File: config.mk
export PLATFORM = sky130hd
export DESIGN_NAME = fei4_rx_arbiter
export DESIGN_NICKNAME = d
export VERILOG_FILES = /design/src/rtl/fei4_rx_arbiter.sv
export SDC_FILE = /design/constraint.sdc
export NUM_CORES = 1
export LEC_CHECK = 0
export BUFFER_PORTS_ARGS = -buffer_cell sky130_fd_sc_hd__buf_2
export CAP_MARGIN = 20
export CELL_PAD_IN_SITES_DETAIL_PLACEMENT = 2
export CELL_PAD_IN_SITES_GLOBAL_PLACEMENT = 2
export CORE_MARGIN = 3
export CORE_UTILIZATION = 28
export CTS_CLUSTER_DIAMETER = 60
export DETAILED_ROUTE_END_ITERATION = 6
export PLACE_DENSITY_LB_ADDON = 0.1
export SYNTH_ARGS = -nofsm -noshare
export SYNTH_HDL_FRONTEND = slang
export SYNTH_SLANG_ARGS = --single-unit
File: constraint.sdc
create_clock -name BUS_CLK -period 4.08 [get_ports BUS_CLK]
set_clock_uncertainty 0.05 [all_clocks]
set_input_delay 0 -clock BUS_CLK [delete_from_list [all_inputs] [get_ports BUS_CLK]]
set_output_delay 0 -clock BUS_CLK [all_outputs]
set_load 0.05 [all_outputs]
File: src/rtl/fei4_rx_arbiter.sv
// ---------------------------------------------------------------------------
// fei4_rx_arbiter
//   Round-robin readout scheduler for NCH fei4_rx_core FIFO outputs. Words are
//   popped from enabled, non-empty first-word-fall-through FIFOs in bursts of
//   at most MAX_BURST words per grant and merged into one valid/ready stream.
//   All rx core FIFO_CLKs run on BUS_CLK.
//
// Parameters
//   NCH        number of rx channels (2..16)
//   MAX_BURST  max consecutive pops per grant (1..255)
//   CW         grant index width, clog2(NCH)
//
// Ports
//   BUS_CLK        in   clock
//   RST            in   synchronous active-high reset
//   CH_ENABLE      in   [NCH]     per-channel arbitration enable
//   RX_FIFO_EMPTY  in   [NCH]     rx core FIFO empty flags
//   RX_FIFO_DATA   in   [NCH*32]  rx core FIFO heads, ch i at [32*i+31:32*i]
//   RX_FIFO_READ   out  [NCH]     pop strobes (combinational, only GRANT bit)
//   OUT_DATA       out  [32]      merged data word
//   OUT_VALID      out            OUT_DATA valid
//   OUT_READY      in             downstream accept
//   GRANT          out  [CW]      currently granted channel
//   BUSY           out            arbiter is serving a burst
//   WORD_CNT       out  [32]      words accepted downstream, wrapping
// ---------------------------------------------------------------------------

// Per-channel slice: eligibility for arbitration and gated pop strobe.
module fei4_rx_arb_lane (
    input  logic en_i,
    input  logic empty_i,
    input  logic sel_i,
    input  logic pop_i,
    output logic elig_o,
    output logic read_o
);
    assign elig_o = en_i & ~empty_i;
    assign read_o = sel_i & pop_i;
endmodule

module fei4_rx_arbiter #(
    parameter int NCH       = 4,
    parameter int MAX_BURST = 16,
    parameter int CW        = 2
) (
    input  logic              BUS_CLK,
    input  logic              RST,
    input  logic [NCH-1:0]    CH_ENABLE,
    input  logic [NCH-1:0]    RX_FIFO_EMPTY,
    input  logic [NCH*32-1:0] RX_FIFO_DATA,
    output logic [NCH-1:0]    RX_FIFO_READ,
    output logic [31:0]       OUT_DATA,
    output logic              OUT_VALID,
    input  logic              OUT_READY,
    output logic [CW-1:0]     GRANT,
    output logic              BUSY,
    output logic [31:0]       WORD_CNT
);

    typedef enum logic {ARB = 1'b0, SERVE = 1'b1} state_t;

    localparam logic [7:0] BURST_LAST = 8'(MAX_BURST - 1);

    state_t          state_q, state_d;
    logic [CW-1:0]   grant_q, grant_d;
    logic [CW-1:0]   last_q, last_d;
    logic [7:0]      burst_q, burst_d;
    logic [31:0]     out_data_q, out_data_d;
    logic            out_valid_q, out_valid_d;
    logic [31:0]     word_cnt_q, word_cnt_d;

    logic [NCH-1:0][31:0] rx_data;
    logic [NCH-1:0]       elig;
    logic [NCH-1:0]       sel;
    logic                 sel_elig;
    logic [31:0]          sel_data;
    logic                 pop;
    logic                 accept;
    logic                 rr_found;
    logic [CW-1:0]        rr_pick;

    assign rx_data = RX_FIFO_DATA;

    // Per-channel eligibility and pop strobe fan-out.
    for (genvar i = 0; i < NCH; i++) begin : g_lane
        assign sel[i] = (grant_q == CW'(i));
        fei4_rx_arb_lane u_lane (
            .en_i    (CH_ENABLE[i]),
            .empty_i (RX_FIFO_EMPTY[i]),
            .sel_i   (sel[i]),
            .pop_i   (pop),
            .elig_o  (elig[i]),
            .read_o  (RX_FIFO_READ[i])
        );
    end

    // Granted channel is enabled and has a word at its FIFO head.
    assign sel_elig = |(sel & elig);

    // One-hot mux of the granted FIFO head.
    always_comb begin
        sel_data = '0;
        for (int i = 0; i < NCH; i++) begin
            if (sel[i]) sel_data = rx_data[i];
        end
    end

    // A pop may coincide with the downstream taking the held word, which
    // gives one word per cycle within a burst. RST suppresses the strobe so
    // no word leaves a FIFO while the output register is being cleared.
    assign pop    = (state_q == SERVE) & sel_elig & (~out_valid_q | OUT_READY) & ~RST;
    assign accept = out_valid_q & OUT_READY;

    // Round-robin search starting one past the last granted channel.
    always_comb begin
        logic [CW-1:0] idx;
        idx      = '0;
        rr_found = 1'b0;
        rr_pick  = grant_q;
        for (int k = 1; k <= NCH; k++) begin
            idx = CW'((int'(last_q) + k) % NCH);
            if (!rr_found && elig[idx]) begin
                rr_found = 1'b1;
                rr_pick  = idx;
            end
        end
    end

    // Next-state / datapath.
    always_comb begin
        state_d     = state_q;
        grant_d     = grant_q;
        last_d      = last_q;
        burst_d     = burst_q;
        out_data_d  = out_data_q;
        out_valid_d = out_valid_q;
        word_cnt_d  = word_cnt_q + {31'd0, accept};

        case (state_q)
            ARB: begin
                if (rr_found) begin
                    grant_d = rr_pick;
                    last_d  = rr_pick;
                    burst_d = '0;
                    state_d = SERVE;
                end
            end
            SERVE: begin
                if (pop) begin
                    burst_d = burst_q + 8'd1;
                    if (burst_q == BURST_LAST) state_d = ARB;
                end else if (!sel_elig) begin
                    // FIFO drained or channel disabled: release the grant.
                    state_d = ARB;
                end
                // Stall (valid held, not ready) falls through: all hold.
            end
            default: state_d = ARB;
        endcase

        if (pop) begin
            out_data_d  = sel_data;
            out_valid_d = 1'b1;
        end else if (accept) begin
            out_valid_d = 1'b0;
        end
    end

    always_ff @(posedge BUS_CLK) begin
        if (RST) begin
            state_q     <= ARB;
            grant_q     <= '0;
            last_q      <= CW'(NCH - 1);
            burst_q     <= '0;
            out_data_q  <= '0;
            out_valid_q <= 1'b0;
            word_cnt_q  <= '0;
        end else begin
            state_q     <= state_d;
            grant_q     <= grant_d;
            last_q      <= last_d;
            burst_q     <= burst_d;
            out_data_q  <= out_data_d;
            out_valid_q <= out_valid_d;
            word_cnt_q  <= word_cnt_d;
        end
    end

    assign OUT_DATA  = out_data_q;
    assign OUT_VALID = out_valid_q;
    assign GRANT     = grant_q;
    assign BUSY      = (state_q == SERVE);
    assign WORD_CNT  = word_cnt_q;

endmodule
### Word-level counts from Yosys, hierarchy flattened

Cells that the tools add are included.

| storage, ports and cells | value |
|---|---|
| register bits | 78 |
| output and inout bits | 72 |
| word-level logic and storage cells | 85 |

| cells by class | value |
|---|---|
| $add $sub $neg | 6 |
| magnitude comparators | 4 |
| equality and inequality tests | 6 |
| muxes and demuxes | 30 |
| bitwise operators | 21 |
| reduce and logical (&&, ||, !) cells | 11 |

Operators by type and width:

| kind | count |
|---|---|
| two-way mux 32 bit | 4 |
| adder 32 x 1 -> 32 bit | 1 |
| two-way mux 8 bit | 2 |
| one-hot mux 8 bit (2 select lines) | 1 |
| two-way mux 1 bit | 14 |
| AND 1 bit | 12 |
| less-than comparator 2 x 3 -> 1 bit (second input constant) | 4 |
| adder 8 x 1 -> 8 bit (second input constant) | 1 |
| binary-select mux 1 bit (select 2 bit) | 4 |
| == test 8 x 4 -> 1 bit (second input constant) | 1 |
| two-way mux 2 bit | 4 |
| NOT 1 bit | 7 |
| adder 2 x 1 -> 2 bit (second input constant) | 2 |
| adder 2 bit (second input constant) | 2 |
| AND 4 bit | 1 |
| == test 2 bit (second input constant) | 2 |
| AND reduction 2 bit | 2 |
| OR reduction 4 bit | 1 |
| logical AND 1 bit | 3 |
| logical NOT 1 bit | 3 |
| == test 2 x 1 -> 1 bit (second input constant) | 1 |
| logical NOT 2 bit | 1 |
| != test 2 x 1 -> 1 bit (second input constant) | 1 |
| != test 2 bit (second input constant) | 1 |
| 3 further kinds | 3 |

### Longest topological paths before layout

| depth | value |
|---|---|
| depth in word-level cells | 16 |
| mapped depth | 8 |
| mapped depth without buffers | 8 |

### By module

Synthesis repeated with hierarchy kept, for this count alone.

| second synthesis, totals | value |
|---|---|
| cell total of the unflattened synthesis | 442 |
| area total of the unflattened synthesis | 4132.7 µm² |

Modules (own cells, without submodules):

| module | instances | cells each | area each (µm²) | sequential area each (µm²) |
|---|---|---|---|---|
| fei4_rx_arbiter | 1 | 434 | 4052.6 | 1561.5 |
| fei4_rx_arb_lane | 4 | 2 | 20.0 | 0.0 |

### Worst setup path before layout

No wires, ideal clock.

| path | value |
|---|---|
| kind | register -> register |
| start point | reg out_valid_q (netlist: OUT_VALID) |
| end point | reg word_cnt_q[24] (netlist: WORD_CNT[24]) |
| library setup time | 0.128 ns |
| arrival | 2.352 ns |
| setup slack | 1.550 ns |
| cell stages (with the launch flop) | 9 |
| cell sequence | dfxtp_1 and2_1 ha_1 ha_1 nand3_1 nor4_2 nand4_1 xor2_1 nor2_1 |

| between the ends | value |
|---|---|
| longest elaborated chain between the ends | 2 |

RTL lines:

| item | RTL line | source |
|---|---|---|
| start, declared | 69 | `logic out_valid_q, out_valid_d;` |
| start signal, assigned | 184 | `out_valid_q <= out_valid_d;` |
| AND 1 bit | 112 | `assign accept = out_valid_q & OUT_READY;` |
| adder 32 x 1 -> 32 bit | 137 | `word_cnt_d = word_cnt_q + {31'd0, accept};` |
| end signal, assigned | 185 | `word_cnt_q <= word_cnt_d;` |
| end, declared | 70 | `logic [31:0] word_cnt_q, word_cnt_d;` |

No other way between the ends.
A chain may end at the register's enable or synchronous reset.

### Worst setup path in the final report

| path | value |
|---|---|
| start point | reg grant_q[1] (netlist: GRANT[1]) |
| end point | out RX_FIFO_READ[3] |

| between the ends | value |
|---|---|
| longest elaborated chain between the ends | 7 |
| elaborated cells on any way between the ends | 10 |
| those cells by class | eq/ne (3); bitwise (5); reduce/logical (2) |

RTL lines:

| item | RTL line | source |
|---|---|---|
| start, declared | 65 | `logic [CW-1:0] grant_q, grant_d;` |
| start signal, assigned | 180 | `grant_q <= grant_d;` |
| == test 2 x 1 -> 1 bit (tied with other cells) | 86 | `assign sel[i] = (grant_q == CW'(i));` |
| AND 4 bit | 98 | `assign sel_elig = \|(sel & elig);` |
| OR reduction 4 bit | 98 |  |
| AND 1 bit (3 in a row) | 111 | `assign pop = (state_q == SERVE) & sel_elig & (~out_valid_q \| OUT_READY) & ~RST;` |
| AND 1 bit * | 38 | `assign read_o = sel_i & pop_i;` |
| end, declared | 51 | `output logic [NCH-1:0] RX_FIFO_READ,` |

Mark *: on every way between the ends. The rest lies on a longest branch, timed or not.

==> results.yml <==
status:
  status: "finished, final reports clean"
synth:
  synth_top_family_by_area: "simple AND/OR/NAND/NOR gates"
  syn_area_mm2: 0.004317
  synth-adder-area-share_pct: 0.8696
  synth_top_area_share_pct: 36.17
  synth_compound_area_share_pct: 10.75
  synth_edf_count: 0
  synth-seq-cells: 78
  syn_area_per_cell_um2: 9.069
  synth_cell_type_count: 51
  synthCells: 476
  synth_warnings: 0
  synthSimpleGateAreaFrac_pct: 23.74
  syn-num-nets: 618
  synth.area.top_cells: "dfxtp_1 (36%), mux4_2 (18%), nand2_1 (7.9%), a21oi_1 (5.3%), xor2_1 (3.7%)"
  synth_flop_cell: "dfxtp_1"
  synth_seq_area_share_pct: 36.17
  synth-xor-area-share_pct: 5.072
  synth.most_common_cell: "nand2_1"
  synthMuxAreaShare_pct: 18.96
  synthTopCellsByCount: "nand2_1 (91), dfxtp_1 (78), a21oi_1 (46)"
  ys_async_sr_fraction_pct: 0
  yosysTopAreaCell: "dfxtp_1"
sta:
  tns_ns: 0
  slew_headroom_pct: 36.22
  whs_ns: 0.03655
  layout_min_cycle_time_ns: 2.893
  final-setup-viol-count: 0
  rsz0062_at_grt: "no"
  final_hold_viol_count: 0
  tightest_slew_ns: 0.9567
  period_share_pct: 70.90
  maxSlewViolCount: 0
  fmax_mhz: 345.7
setup_path:
  critPathLaunchType: "flop"
  path_class: "reg2out"
  cp_slowest_cell: "dfxtp_2"
  crit_family: "flip-flops"
  critical_path.max_stage_delay_ns: 0.94
  arrival_ns: 2.84
  critical_path_buf_inv_count: 1
  crit_fanout: 41
  path_cells: "mux4_2, and4b_1, and3_1, buf_2"
  end_kind: "output port"
  worst_ep_required_time_ns: 4.03
finish:
  regArea_mm2: 0.001564
  layout.nets: 807
  final_layout_size_suffix_gt1_share_pct: 41.19
  multi_input_comb_area_mm2: 0.002564
  nFillCells: 1699
  areaGrowthSynthToFinish_pct: 35.19
  fin_area_mm2: 0.005836
  antennaDiodeCount: 0
floorplanning:
  die_y_um: 130.2
  start_util_pct: 29.15
  rows: 44
  design.core.area_mm2: 0.01481
  ios: 211
  die_w_um: 130.2
  die_area_mm2: 0.01694
cts:
  root_buffer: "clkbuf_16"
  clock-sinks: 78
  htreeDepth: 3
  clock_path_buffers: 2
  worst_skew_pair.late_latency_ns: 0.34
  cts_buffers: 9
  postCtsSetupRepairBufs: 0
  cts-hold-fix-buffers: 0
  cts_tree: "built"
  cts_resized: 0
  path_clk_slew_ns: 0.06
placement:
  hpwlAfterDp_um: 12150
  port_buffers: 210
  place_congestion: 0.7680
  place_area_mm2: 0.005465
route:
  wl_um: 15970
  wire_per_inst_um: 18.70
  route.detailed.drc: 0
  ant_nets: 0
  firstDrtPassIters: 4
  viasPerCell: 5.151
  vias: 4399
  drtIter0Drc: 153
pwr:
  power_leakage_nw: 2.496
  power.density_mw_per_mm2: 396.1
  peakVddDrop_mv: 0.2013
worst_hold_path:
  hold_class: "in2reg"
global_route:
  grt_usage_pct: 18.79
  grt_max_degree: 76
  grt_pass1_vias: 4852
  grt-ovfl-total: 0
  grt_pass1_wl_um: 24970
  antenna_found_initial: 0
flow_run:
  maxCapViolations: 0
[flip-flops by register name (all words and copies together) (netlist names)]
signal	count
last_q	2
OUT_VALID	1
burst_q	8
BUSY	1
OUT_DATA	32
WORD_CNT	32
GRANT	2
[logic make-up (layout without fill, tap and decap cells)]
kind of cell             Yosys count  after routing
flip-flops                        78             78
AND/OR/NAND/NOR                  209            209
buffers and inverters             41            235
AO/OA/AOI/OAI                     82             82
adder cells (fa/ha/maj)            3              3
XOR/XNOR                          25             25
multiplexers                      38             38
[path summary, 6_finish.rpt]
check	from	endpoint	slack [ns]	depth (start not counted)
worst min-delay path	OUT_READY	OUT_VALID	0.04	3
worst min register to register	OUT_DATA[18]	OUT_DATA[18]	0.41	2
worst max register to register	GRANT[1]	OUT_DATA[3]	1.34	5
worst max-delay path	GRANT[1]	RX_FIFO_READ[3]	1.19	4
[per-stage QoR]
stage | worst slack, ns | util, % | instances | total power, mW
2_1_floorplan | 1.550 | - | 476 | 1.163
3_3_place_gp | 1.435 | 36.90 | 838 | 1.307
3_5_place_dp | 1.317 | 36.90 | 838 | 1.317
4_1_cts | 1.069 | 39.41 | 854 | 2.345
5_1_grt | 0.8740 | 39.41 | 854 | 2.414
6_report | 1.187 | 39.41 | 854 | 2.311
[cell usage in the layout (no fill, tap or decap), types with 9 or more instances in the layout]
| cell | Yosys | final |
|---|---|---|
| nor2_1 | 40 | 40 |
| nand4_1 | 12 | 12 |
| clkbuf_16 | 0 | 9 |
| dfxtp_1 | 78 | 76 |
| nand3_1 | 13 | 13 |
| o21ai_0 | 16 | 16 |
| mux4_2 | 35 | 35 |
| nand2_1 | 91 | 91 |
| buf_2 | 6 | 210 |
| a21oi_1 | 46 | 46 |
| xor2_1 | 18 | 18 |
[layer usage]
layer  GRT usage [%]  wire length, µm
met1           21.75             6321
met2           34.31             8533
met3           5.199              966
met4           4.401              146
met5               0                0
[area by class of cell]
cell class | count | area share, %
Clock buffer | 9 | 3.859
Clock inverter | 7 | 2.487
Tap cell | 184 | 3.945
Sequential cell | 78 | 26.80
Inverter | 3 | 0.1930
Multi-Input combinational cell | 357 | 43.93
Timing Repair Buffer | 216 | 18.78
[worst reg2reg max path: stages, from the launching register on]
cell	delay (ns)
dfxtp_2	0.94
mux4_2	0.42
and4b_1	0.62
buf_4	0.33
nand2_1	0.10
a21oi_1	0.19
[where the power goes]
group / internal (mW) / switching (mW)
Sequential: 0.782 / 0.0554
Clock: 0.664 / 0.357
Combinational: 0.223 / 0.230
Total: 1.67 / 0.642
Power figures use the tool's default switching activity.
